<file path="src/rtl/sumador_serial_nbits_pkg.sv">
// Shared state encoding for the bit-serial adder/subtractor.
package sumador_serial_nbits_pkg;

    typedef enum logic [1:0] {
        ST_IDLE = 2'd0,
        ST_RUN  = 2'd1,
        ST_DONE = 2'd2
    } state_t;

endpackage

</file>
<file path="src/rtl/sumador_serial_nbits_if.sv">
// Operation request/result bundle between the sequencing controller and the serial adder.
interface sumador_serial_nbits_if #(
    parameter int N = 8
);
    logic         start;
    logic [N-1:0] A;
    logic [N-1:0] B;
    logic         Ci;
    logic         sub;
    logic [N-1:0] S;
    logic         Co;
    logic         overflow;
    logic         busy;
    logic         done;

    modport master (
        output start, A, B, Ci, sub,
        input  S, Co, overflow, busy, done
    );

    modport slave (
        input  start, A, B, Ci, sub,
        output S, Co, overflow, busy, done
    );
endinterface

</file>
<file path="src/rtl/sumador_1bit.sv">
// Combinational full-adder cell.
module sumador_1bit (
    input  logic A,
    input  logic B,
    input  logic Ci,
    output logic S,
    output logic Co
);
    assign S  = A ^ B ^ Ci;
    assign Co = (A & B) | (Ci & (A ^ B));
endmodule

</file>
<file path="src/rtl/sumador_serial_nbits.sv">
// Bit-serial N-bit adder/subtractor: one full-adder cell and a carry flip-flop, LSB first.
import sumador_serial_nbits_pkg::*;

module sumador_serial_nbits #(
    parameter  int N     = 8,
    localparam int CNT_W = $clog2(N)
) (
    input  logic                   clk,
    input  logic                   rst,
    sumador_serial_nbits_if.slave  bus
);
    state_t             r_state;
    state_t             w_next;
    logic [CNT_W-1:0]   r_cnt;
    logic [N-1:0]       r_a_sh;
    logic [N-1:0]       r_b_sh;
    logic [N-1:0]       r_res;
    logic [N-1:0]       r_s;
    logic               r_carry;
    logic               r_cin_msb;
    logic               r_co;
    logic               r_ovf;
    logic               r_done;
    logic               w_s;
    logic               w_c;
    logic               w_accept;
    logic               w_last;

    sumador_1bit u_cell (
        .A  (r_a_sh[0]),
        .B  (r_b_sh[0]),
        .Ci (r_carry),
        .S  (w_s),
        .Co (w_c)
    );

    assign w_accept = (r_state == ST_IDLE) && bus.start;
    assign w_last   = (r_state == ST_RUN) && (r_cnt == CNT_W'(N - 1));

    always_ff @(posedge clk or posedge rst) begin
        if (rst) begin
            r_state <= ST_IDLE;
        end else begin
            r_state <= w_next;
        end
    end

    always_comb begin
        w_next = r_state;
        case (r_state)
            ST_IDLE: if (bus.start) w_next = ST_RUN;
            ST_RUN:  if (w_last)    w_next = ST_DONE;
            ST_DONE: w_next = ST_IDLE;
            default: w_next = ST_IDLE;
        endcase
    end

    always_ff @(posedge clk or posedge rst) begin
        if (rst) begin
            r_cnt     <= '0;
            r_a_sh    <= '0;
            r_b_sh    <= '0;
            r_res     <= '0;
            r_s       <= '0;
            r_carry   <= 1'b0;
            r_cin_msb <= 1'b0;
            r_co      <= 1'b0;
            r_ovf     <= 1'b0;
            r_done    <= 1'b0;
        end else begin
            r_done <= (r_state == ST_DONE);
            // Subtraction runs as A + ~B + ~Ci, so Co=1 means no borrow.
            if (w_accept) begin
                r_a_sh  <= bus.A;
                r_b_sh  <= bus.B ^ {N{bus.sub}};
                r_carry <= bus.Ci ^ bus.sub;
                r_cnt   <= '0;
                r_res   <= '0;
            end else if (r_state == ST_RUN) begin
                r_res   <= {w_s, r_res[N-1:1]};
                r_a_sh  <= {1'b0, r_a_sh[N-1:1]};
                r_b_sh  <= {1'b0, r_b_sh[N-1:1]};
                r_carry <= w_c;
                if (w_last) begin
                    r_cin_msb <= r_carry;
                    r_cnt     <= '0;
                end else begin
                    r_cnt <= r_cnt + CNT_W'(1);
                end
            end else if (r_state == ST_DONE) begin
                r_s   <= r_res;
                r_co  <= r_carry;
                r_ovf <= r_cin_msb ^ r_carry;
            end
        end
    end

    assign bus.S        = r_s;
    assign bus.Co       = r_co;
    assign bus.overflow = r_ovf;
    assign bus.busy     = (r_state != ST_IDLE);
    assign bus.done     = r_done;
endmodule

</file>
<file path="src/flat_wrapper.sv">
// flat-port wrapper written by rule: the top's interface ports become plain ports
module sumador_serial_nbits_flat 
#(
    parameter  int N     = 8,
    localparam int CNT_W = $clog2(N)
)
  (clk, rst, bus_start, bus_A, bus_B, bus_Ci, bus_sub, bus_S, bus_Co, bus_overflow, bus_busy, bus_done);
  sumador_serial_nbits_if #(.N(N)) bus_i ();
  input  logic clk;
  input  logic rst;
  input wire logic [$bits(bus_i.start)-1:0] bus_start;
  input wire logic [$bits(bus_i.A)-1:0] bus_A;
  input wire logic [$bits(bus_i.B)-1:0] bus_B;
  input wire logic [$bits(bus_i.Ci)-1:0] bus_Ci;
  input wire logic [$bits(bus_i.sub)-1:0] bus_sub;
  output wire logic [$bits(bus_i.S)-1:0] bus_S;
  output wire logic [$bits(bus_i.Co)-1:0] bus_Co;
  output wire logic [$bits(bus_i.overflow)-1:0] bus_overflow;
  output wire logic [$bits(bus_i.busy)-1:0] bus_busy;
  output wire logic [$bits(bus_i.done)-1:0] bus_done;
  assign bus_i.start = bus_start;
  assign bus_i.A = bus_A;
  assign bus_i.B = bus_B;
  assign bus_i.Ci = bus_Ci;
  assign bus_i.sub = bus_sub;
  assign bus_S = bus_i.S;
  assign bus_Co = bus_i.Co;
  assign bus_overflow = bus_i.overflow;
  assign bus_busy = bus_i.busy;
  assign bus_done = bus_i.done;
  sumador_serial_nbits #(.N(N)) u_core (.clk(clk), .rst(rst), .bus(bus_i));
endmodule
</file>
<file path="config.mk">
export PLATFORM = sky130hd
export DESIGN_NAME = sumador_serial_nbits_flat
export DESIGN_NICKNAME = d
export VERILOG_FILES = /design/src/rtl/sumador_serial_nbits_pkg.sv /design/src/rtl/sumador_serial_nbits_if.sv /design/src/rtl/sumador_1bit.sv /design/src/rtl/sumador_serial_nbits.sv /design/src/flat_wrapper.sv
export SDC_FILE = /design/constraint.sdc
export NUM_CORES = 1
export LEC_CHECK = 0
export CAP_MARGIN = 20
export CORE_UTILIZATION = 40
export DETAILED_ROUTE_END_ITERATION = 12
export PLACE_DENSITY_LB_ADDON = 0.08
export RECOVER_POWER = 100
export SYNTH_ARGS = -nofsm -noshare
export SYNTH_HDL_FRONTEND = slang
export SYNTH_HIERARCHICAL = 1
export SYNTH_SLANG_ARGS = --single-unit
</file>
<file path="constraint.sdc">
create_clock -name clk -period 1.9 [get_ports clk]
set_input_delay 0.38 -clock clk [delete_from_list [all_inputs] [get_ports clk]]
set_output_delay 0.38 -clock clk [all_outputs]
set_load 0.02 [all_outputs]
</file>
# == Yosys cells after proc, flatten, opt, wreduce, memory -nomap -nowiden ==
# Cells that the tools add are included.
# op_classes
add_sub_neg,1
eq_ne,5
muxes,14
n_bitwise,10
reduce_logical,8
# op_table
operator,count
8-bit 2-to-1 mux,6
3-bit 2-to-1 mux,3
8-bit XOR,1
3-bit AND reduction,2
2-bit 2-to-1 mux,2
2-bit one-hot mux with 2 select lines,1
2-bit nonzero test,2
1-bit XOR,4
3-bit by 1-bit adder with 3-bit output (second input constant),1
3-bit equality test (second input constant),1
1-bit bitwise AND,2
2-bit by 1-bit equality test with 1-bit output (second input constant),1
2-bit equality test (second input constant),1
1-bit logical AND,2
2-bit logical NOT,1
1-bit 2-to-1 mux,2
2-bit by 1-bit inequality test with 1-bit output (second input constant),1
2-bit inequality test (second input constant),1
1-bit NOT,2
2-bit AND reduction,1
1-bit bitwise OR,1
# totals
reg_bits,42
in_bits,21
out_inout_bits,12
word_cells,49

# == Logic depth before layout (Yosys ltp) ==
# logic_depth
depth_word,5
ltp_mapped,5

# == Modules after synthesis ==
# Netlist, hierarchy kept.
# by_module_without_submodules
mod,n_inst,cells_per_inst,area_each_um2,seq_area_each_um2
sumador_serial_nbits,1,179,1848.0,1051.0
sumador_1bit,1,1,20.0,0.0

# == Worst setup path after synthesis ==
# Ideal clock, no wire load.
# synth_path
kind,reg2reg
startpoint,reg u_core.r_state[1]
endpoint,reg u_core.r_b_sh[3]
t_arrival_ns,1.203
path_slack_ns,0.571
path_stages_with_launch,6
period_less_slack_ns,1.329
path_cell_list,dfrtp_1 -> or3b_1 -> buf_2 -> buf_6 -> nor2_1 -> a31oi_1
# synth_between
elab_chain_cells,3
elab_cells_between_ends,5
cone_classes,eq/ne (1); mux (1); reduce/logical (3)
# synth_rtl
item,line,rtl
"start, declared",sumador_serial_nbits.sv:12,state_t r_state;
"start signal, assigned",sumador_serial_nbits.sv:44,r_state <= w_next;
2-bit logical NOT,sumador_serial_nbits.sv:37,assign w_accept = (r_state == ST_IDLE) && bus.start;
1-bit logical AND,sumador_serial_nbits.sv:37,
8-bit 2-to-1 mux or 2-bit nonzero test (tied branches),--,
"end signal, assigned",sumador_serial_nbits.sv:75,r_b_sh <= bus.B ^ {N{bus.sub}};
"end signal, assigned",sumador_serial_nbits.sv:82,"r_b_sh <= {1'b0, r_b_sh[N-1:1]};"
"end, declared",sumador_serial_nbits.sv:16,logic [N-1:0] r_b_sh;
# Parallel ways exist; a longest one is shown, timed or not.
# A chain may end at the register's enable or synchronous reset.

# == Worst setup path after layout ==
# layout_path
startpoint,reg u_core.r_state[1]
endpoint,out bus_busy
# layout_between
elab_chain_cells,1
# layout_rtl
item,line,rtl
2-bit nonzero test,sumador_serial_nbits.sv:101,assign bus.busy = (r_state != ST_IDLE);
"end, declared",flat_wrapper.sv:19,output wire logic [$bits(bus_i.busy)-1:0] bus_busy;
# Every way passes these cells.

==> key figures <==
Outcome
  • Status: completed

Timing
  • Fmax achieved: 0.569 GHz
  • Period utilisation layout: 92.5%
  • Rel. slew slack: 31.9%
  • Slew Viols, Final: 0
  • RSZ-0062 raised after global routing: false
  • Setup TNS: 0 ns
  • Final hold viol count: 0
  • # setup viols final: 0
  • Min Tclk post-route: 1.76 ns
  • Slew @ Worst Pin: 1.02 ns
  • Layout Skew: 0.00705 ns

Cells and area
  • Most frequent cells in the layout: nand2_1, dfrtp_1, nand3_1
  • Area Overhead vs Synth: 25.1%
  • Multi-input gate area: 732 um^2
  • Register Area: 0.00105 mm^2
  • Filler Cells Inserted: 399
  • Final nets: 239
  • Commonest non-fill, non-tap cell in the layout: nand2_1
  • Layout cells sized above 1: 12.5%
  • Number of antenna diodes: 0

Floorplanning
  • Core Region: 0.00441 mm^2
  • Die area: 0.00495 mm^2
  • Chip width: 70.3 um
  • Num rows: 24
  • DIE HEIGHT: 70.3 um
  • Initial Util: 42.3%
  • Io pins: 33

GRT
  • Vias in the first global route: 1340
  • Largest net degree at the start of global routing: 43
  • Gr usage total: 15.0%
  • GRT Residual Overflow: 0
  • Global-route wire length before repair: 5910 um
  • Initial antenna violation count: 0

Synthesis
  • Post-synthesis cell count: 180
  • EDFF count, synth: 0
  • Yosys warnings: 6
  • Register area share after synthesis: 56.3%
  • Post-synth cell types: 26
  • Synth Net Count: 204
  • Synthesized area: 0.00187 mm^2
  • Post-synthesis register bit count: 42
  • Most used flip-flop cell after synthesis: dfrtp_1
  • Post-synth ARST share: 100%
  • Avg Inst Size Synth: 10.4 um^2

Setup path
  • Cell count along the critical path: 2
  • Cell Chain, Critical Path: or2_2, dlygate4sd2_1
  • Highest fanout seen on the critical path: 6
  • R2R Setup Slk: 0.49 ns
  • Crit path arrival time: 1.38 ns
  • Crit. End Element: output port
  • RR Endpoint: u_core/r_cnt[0]$_DFFE_PP0P_
  • Critical path type: reg -> out
  • Origin of the critical flop-to-flop path: u_core/r_cnt[0]$_DFFE_PP0P_
  • Startpoint types: flop
  • Reg2Reg Depth: 4
  • Worst path bufs/invs: 1
  • Critical path data required time: 1.52 ns
  • Slowest stage delay, CP: 0.45 ns
  • Delay-heaviest family, CP: flip-flops
  • Slowest-stage cell, CP: dfrtp_1

Clock network
  • H-Tree Depth: 2
  • CTS Root Buffer Type: clkbuf_8
  • TritonCTS clock tree: done
  • Post-CTS Resized: 1
  • Postcts setup bufs: 0
  • Hold-fix buffers, CTS: 0
  • Worst-Skew Late Latency: 0.29 ns
  • CTS sink cnt: 42
  • Clock Pin Slew Worst Setup and Hold Paths: 0.08 ns
  • Num CTS Buffers: 5
  • CTS Buffer Depth: 2

Detailed routing
  • Detailed Route WL: 3290 um
  • DR pass1 iterations: 5
  • Met2 wire len: 1610 um
  • Wire length on met1: 1500 um
  • ANT nets after route: 0
  • DR WL/cell: 12.3 um
  • Met3 wire length: 126 um
  • DR iter-0 viols: 85
  • Vias per cell: 5.05
  • Via count: 1354
  • Drt drc: 0
  • Top Layer Used: met4

Power and ir drop
  • Total leakage power: 1.13 nW
  • Total power: 3.53 mW
  • Peak supply drop: 0.000568 V
  • Pwr Density: 1510 mW/mm^2

Placement
  • Port bufs: 32
  • Gp weighted congestion: 0.734
  • DP HPWL: 2220 um

Worst hold path
  • Cell depth of the worst hold path: 2
  • Min-delay src: u_core/bus.overflow$_DFFE_PP0P_
  • Hold Crit Class: reg -> reg
  • Hold Path Sink: u_core/bus.overflow$_DFFE_PP0P_

Job
  • Max_cap viols: 0
==> worst max path at each step <==
stage	end	slack (ns)	from
CTS	bus_busy	0.13	u_core/r_state[1]$_DFFE_PP0P_
detailed placement	u_core/r_b_sh[6]$_DFFE_PP0P_	0.16	bus_start
global placement	u_core/r_b_sh[4]$_DFFE_PP0P_	0.20	bus_start
global route	bus_busy	0.08	u_core/r_state[1]$_DFFE_PP0P_
floorplan	u_core/bus.Co$_DFFE_PP0P_	0.55	rst
finish	bus_busy	0.14	u_core/r_state[1]$_DFFE_PP0P_
==> through the flow <==
step           util, %  hold WS [ns]  instance area (um^2)  instances  setup WS (ns)
3_5_place_dp      51.2         0.474                  2260        260          0.161
6_report          52.9         0.483                  2340        268          0.142
4_1_cts           53.3         0.449                  2350        268          0.125
2_1_floorplan        -         0.457                  1870        180          0.546
3_3_place_gp      51.2         0.465                  2260        260          0.200
5_1_grt           52.9         0.529                  2340        268         0.0847
==> kinds of logic after synthesis <==
| family | after synthesis | share of synthesized area, % |
|---|---|---|
| adder cells (fa/ha/maj) | 3 | 2.41 |
| AO/OA/AOI/OAI | 19 | 6.56 |
| AND/OR/NAND/NOR | 82 | 19.5 |
| XOR/XNOR | 10 | 4.69 |
| flip-flops | 42 | 56.3 |
| buffers and inverters | 14 | 4.55 |
| multiplexers | 10 | 6.03 |
==> flip-flops by register name, indices dropped and copies added (netlist names) <==
register,flops
u_core/bus.done,1
u_core/bus.overflow,1
u_core/r_b_sh,8
u_core/r_cin_msb,1
u_core/bus.Co,1
u_core/r_res,8
u_core/r_a_sh,8
u_core/r_carry,1
u_core/r_cnt,3
u_core/r_state,2
u_core/bus.S,8
==> cell usage after synthesis (all sizes together) (2+ instances only) <==
library cell	number	area (um^2)
a31oi	8	50.1
a22oi	7	52.6
nand2	46	173
xor2	8	70.1
ha	2	25.0
mux2	10	113
nor2	8	30.0
nand3	19	95.1
dfrtp	42	1050
xnor2	2	17.5
nand2b	2	12.5
inv	2	7.51
buf	11	73.8
o21ai	3	15.0
==> routing by layer <==
layer	GRT usage, %	up-vias
met1	17.1	642
met4	6.00	0
met3	3.61	5
met2	26.8	33
li1	-	674
met5	0	-
==> worst register-to-register path, stage by stage (launching register included) <==
cell and delay, ns:
dfrtp_1 0.40, ha_1 0.21, ha_1 0.21, or3_1 0.38, a21oi_1 0.15
==> power breakdown <==
group	switching [mW]	internal, mW	leakage, nW
clock	0.288	0.293	0.0482
combinational	0.759	0.655	0.554
sequential	0.241	1.30	0.532
total	1.29	2.24	1.13
==> cell type report <==
class	instances	area share [%]
clock inverter	1	0.214
sequential	42	45.0
clock buffer	7	3.70
tap	52	2.79
inverter	2	0.321
timing repair buffer	40	16.7
multi-input combinational	124	31.3
Note: power is estimated with default switching activity, not from simulation.
==> RTL change: new RTL, same flow settings <==
`N` is set to 8 in 3 places; all go to 16.
--- a/src/rtl/sumador_serial_nbits_if.sv
+++ b/src/rtl/sumador_serial_nbits_if.sv
@@ -1,5 +1,5 @@
 // Operation request/result bundle between the sequencing controller and the serial adder.
 interface sumador_serial_nbits_if #(
-    parameter int N = 8
+    parameter int N = 16
 );
     logic         start;
--- a/src/rtl/sumador_serial_nbits.sv
+++ b/src/rtl/sumador_serial_nbits.sv
@@ -3,5 +3,5 @@
 
 module sumador_serial_nbits #(
-    parameter  int N     = 8,
+    parameter  int N     = 16,
     localparam int CNT_W = $clog2(N)
 ) (
--- a/src/flat_wrapper.sv
+++ b/src/flat_wrapper.sv
@@ -2,5 +2,5 @@
 module sumador_serial_nbits_flat 
 #(
-    parameter  int N     = 8,
+    parameter  int N     = 16,
     localparam int CNT_W = $clog2(N)
 )
Interface: changed (resized bus_A, bus_B and bus_S); port bits go from 33 to 57. The function was not compared with the original's and may differ.
==> RTL change against the original RTL <==
Die area grew 82%. Sequential cell count grew 33. Routed wire length grew 95%. Synthesized cell count grew 82%. Core utilization shrank 0.16 points. Sequential power grew 68%. Cell area grew 87%. Worst setup slack lost 2.6 ps. Area after synthesis grew 84%. Cell count grew 84%. Total power grew 65%.
==> RTL change: results (changes against the original RTL) <==
Outcome
  • Status: finished, final reports clean

Drt
  • Iteration-0 DRC count of the detailed router: 85 (unchanged)
  • Pre-antenna DRT Iters: 4 (-1)
  • Vias/cell: 4.90 (-3.0%)
  • DR WL/cell: 13.0 um (+5.6%)

Setup path
  • CP peak stage delay: 650 ps (+200 ps)
  • Critical path arrival: 1380 ps (about the same)
  • Top Family by Delay on Critical Path: buffers and inverters
  • Worst r2r src: u_core/r_state[0]
  • Slowest stage cell on the critical path: dlygate4sd3_1
  • Worst Setup SP: u_core/bus.Co
  • Crit Path Max Fanout: 2 (-4)

Timing
  • Worst Max-Slew Pin Slew: 1020 ps (-0.290 ps)
  • Final worst clock skew: 9.69 ps (+2.64 ps)

GRT
  • Initial antenna violation count: 0 (unchanged)
  • GRT Resource Usage Total: 16.6% (+1.5 points)
  • First-pass GRT wire length: 11400 um (+93%)
  • Number of global-route vias before repair: 2450 (+83%)
  • Pin count of the biggest net entering global routing: 76 (+77%)

Placement
  • GPL Wtd Cong: 0.707 (-3.6%)
  • Final HPWL DP: 4150 um (+87%)
  • I/O Buffers: 56 (+75%)

Clock network
  • Clock-pin slew on the worst setup and hold paths: 80 ps (about the same)
  • Clk Latency, worst-skew pair: 340 ps (+50 ps)
  • Deepest clock path buffer count: 2 (unchanged)
  • Htree depth: 3 (+1)
  • Postcts setup bufs: 0 (unchanged)
  • CTS Buf Count: 9 (+4)
  • Root Driver: clkbuf_8

Layout
  • Fin nets: 423 (+77%)
  • # diodes: 0 (unchanged)
  • Layout cells sized above 1: 12.3% (-0.16 points)
  • Fillers: 791 (+98%)

Yosys
  • Seq/Total Area, Yosys: 54.5% (-1.7 points)
  • Post-synthesis cell type count: 32 (+23%)
  • Yosys warnings: 6 (unchanged)
  • Top post-synthesis cells by count: 75 x dfrtp_1, 63 x nand2_1, 38 x o21ai_0
  • Async SR Flop Fraction: 100% (unchanged)
  • Post-Syn Nets: 366 (+79%)
  • Synth top area cells: dfrtp_1 55%, nand2_1 6.9%, mux2_2 5.6%
  • Ys flop type: dfrtp_1

Min path
  • Hold Crit Start: u_core/r_a_sh[14]
  • Worst Hold Class: reg -> reg

Pwr
  • Maximum vdd drop: 0.596 mV (+5.1%)
  • P_leak: 1.91 nW (+69%)
==> RTL change: timing repair <==
action	4_1_cts	5_1_grt
gates resized for setup	1	0
setup endpoints to repair	1	0
hold buffers	0	0
==> RTL change: where the power goes <==
group | leakage, nW | internal (W) | total [W] | switching, W
registers | 0.967 | 0.00220 | 0.00259 | 0.000388
logic | 0.833 | 0.000877 | 0.00186 | 0.000985
clock network | 0.113 | 0.000810 | 0.00137 | 0.000560
total | 1.91 | 0.00389 | 0.00582 | 0.00193
==> RTL change: kinds of logic (layout without fill, tap and decap cells) <==
family | count (synthesis) | in the layout | synth area share (%)
flops | 75 | 75 | 54.5
simple gates | 89 | 89 | 12.1
mux | 34 | 34 | 10.5
buf+inv | 25 | 87 | 4.03
xor+xnor | 18 | 18 | 4.58
compound gates | 84 | 84 | 13.2
fa+ha+maj | 2 | 2 | 0.945
==> RTL change: routing by layer <==
layer  vias up  global-route usage [%]  wire length [um]
li1       1225                       -                 -
met1      1148                    20.8              3130
met2        39                    27.5              2930
met3         9                    4.19               242
met4         0                    6.06               102
met5         -                       0                 0
==> RTL change: per-stage QoR <==
stage	cell area (um2)	setup WS, ps	total power, W	hold slack [ps]	instances
6_report	4360	139	0.00582	486	494
5_1_grt	4360	57.9	0.00631	506	494
4_1_cts	4400	125	0.00601	490	494
3_5_place_dp	4170	206	0.00462	471	478
3_3_place_gp	4170	241	0.00456	468	478
2_1_floorplan	3450	421	0.00395	450	327
==> RTL change: worst register-to-register path, delay by kind of cell, from the launching register on <==
kind	cells	cell delay, ps
AND/OR/NAND/NOR	1	370
multiplexers	1	390
buffers and inverters	1	420
flip-flops	1	390
==> RTL change: final cells by class <==
class                      instances  area [um2]  share of cell area, %
multi-input combinational        227        1430                   32.7
tap                              105         131                   3.02
sequential                        75        1880                   43.1
inverter                           2        11.3                  0.258
clock buffer                      12         155                   3.56
timing repair buffer              69         683                   15.7
clock inverter                     4        72.6                   1.67
==> RTL change: final timing paths <==
path,end,cells past startpoint,slack [ps]
min in group asynchronous,u_core/r_b_sh[8],3,870
worst max-delay path,bus_Co,1,140
max in group asynchronous,u_core/r_res[6],3,370
worst max register to register,u_core/bus.S[15],3,220
worst min register to register,u_core/r_a_sh[14],2,490
worst min-delay path,u_core/r_a_sh[14],2,490
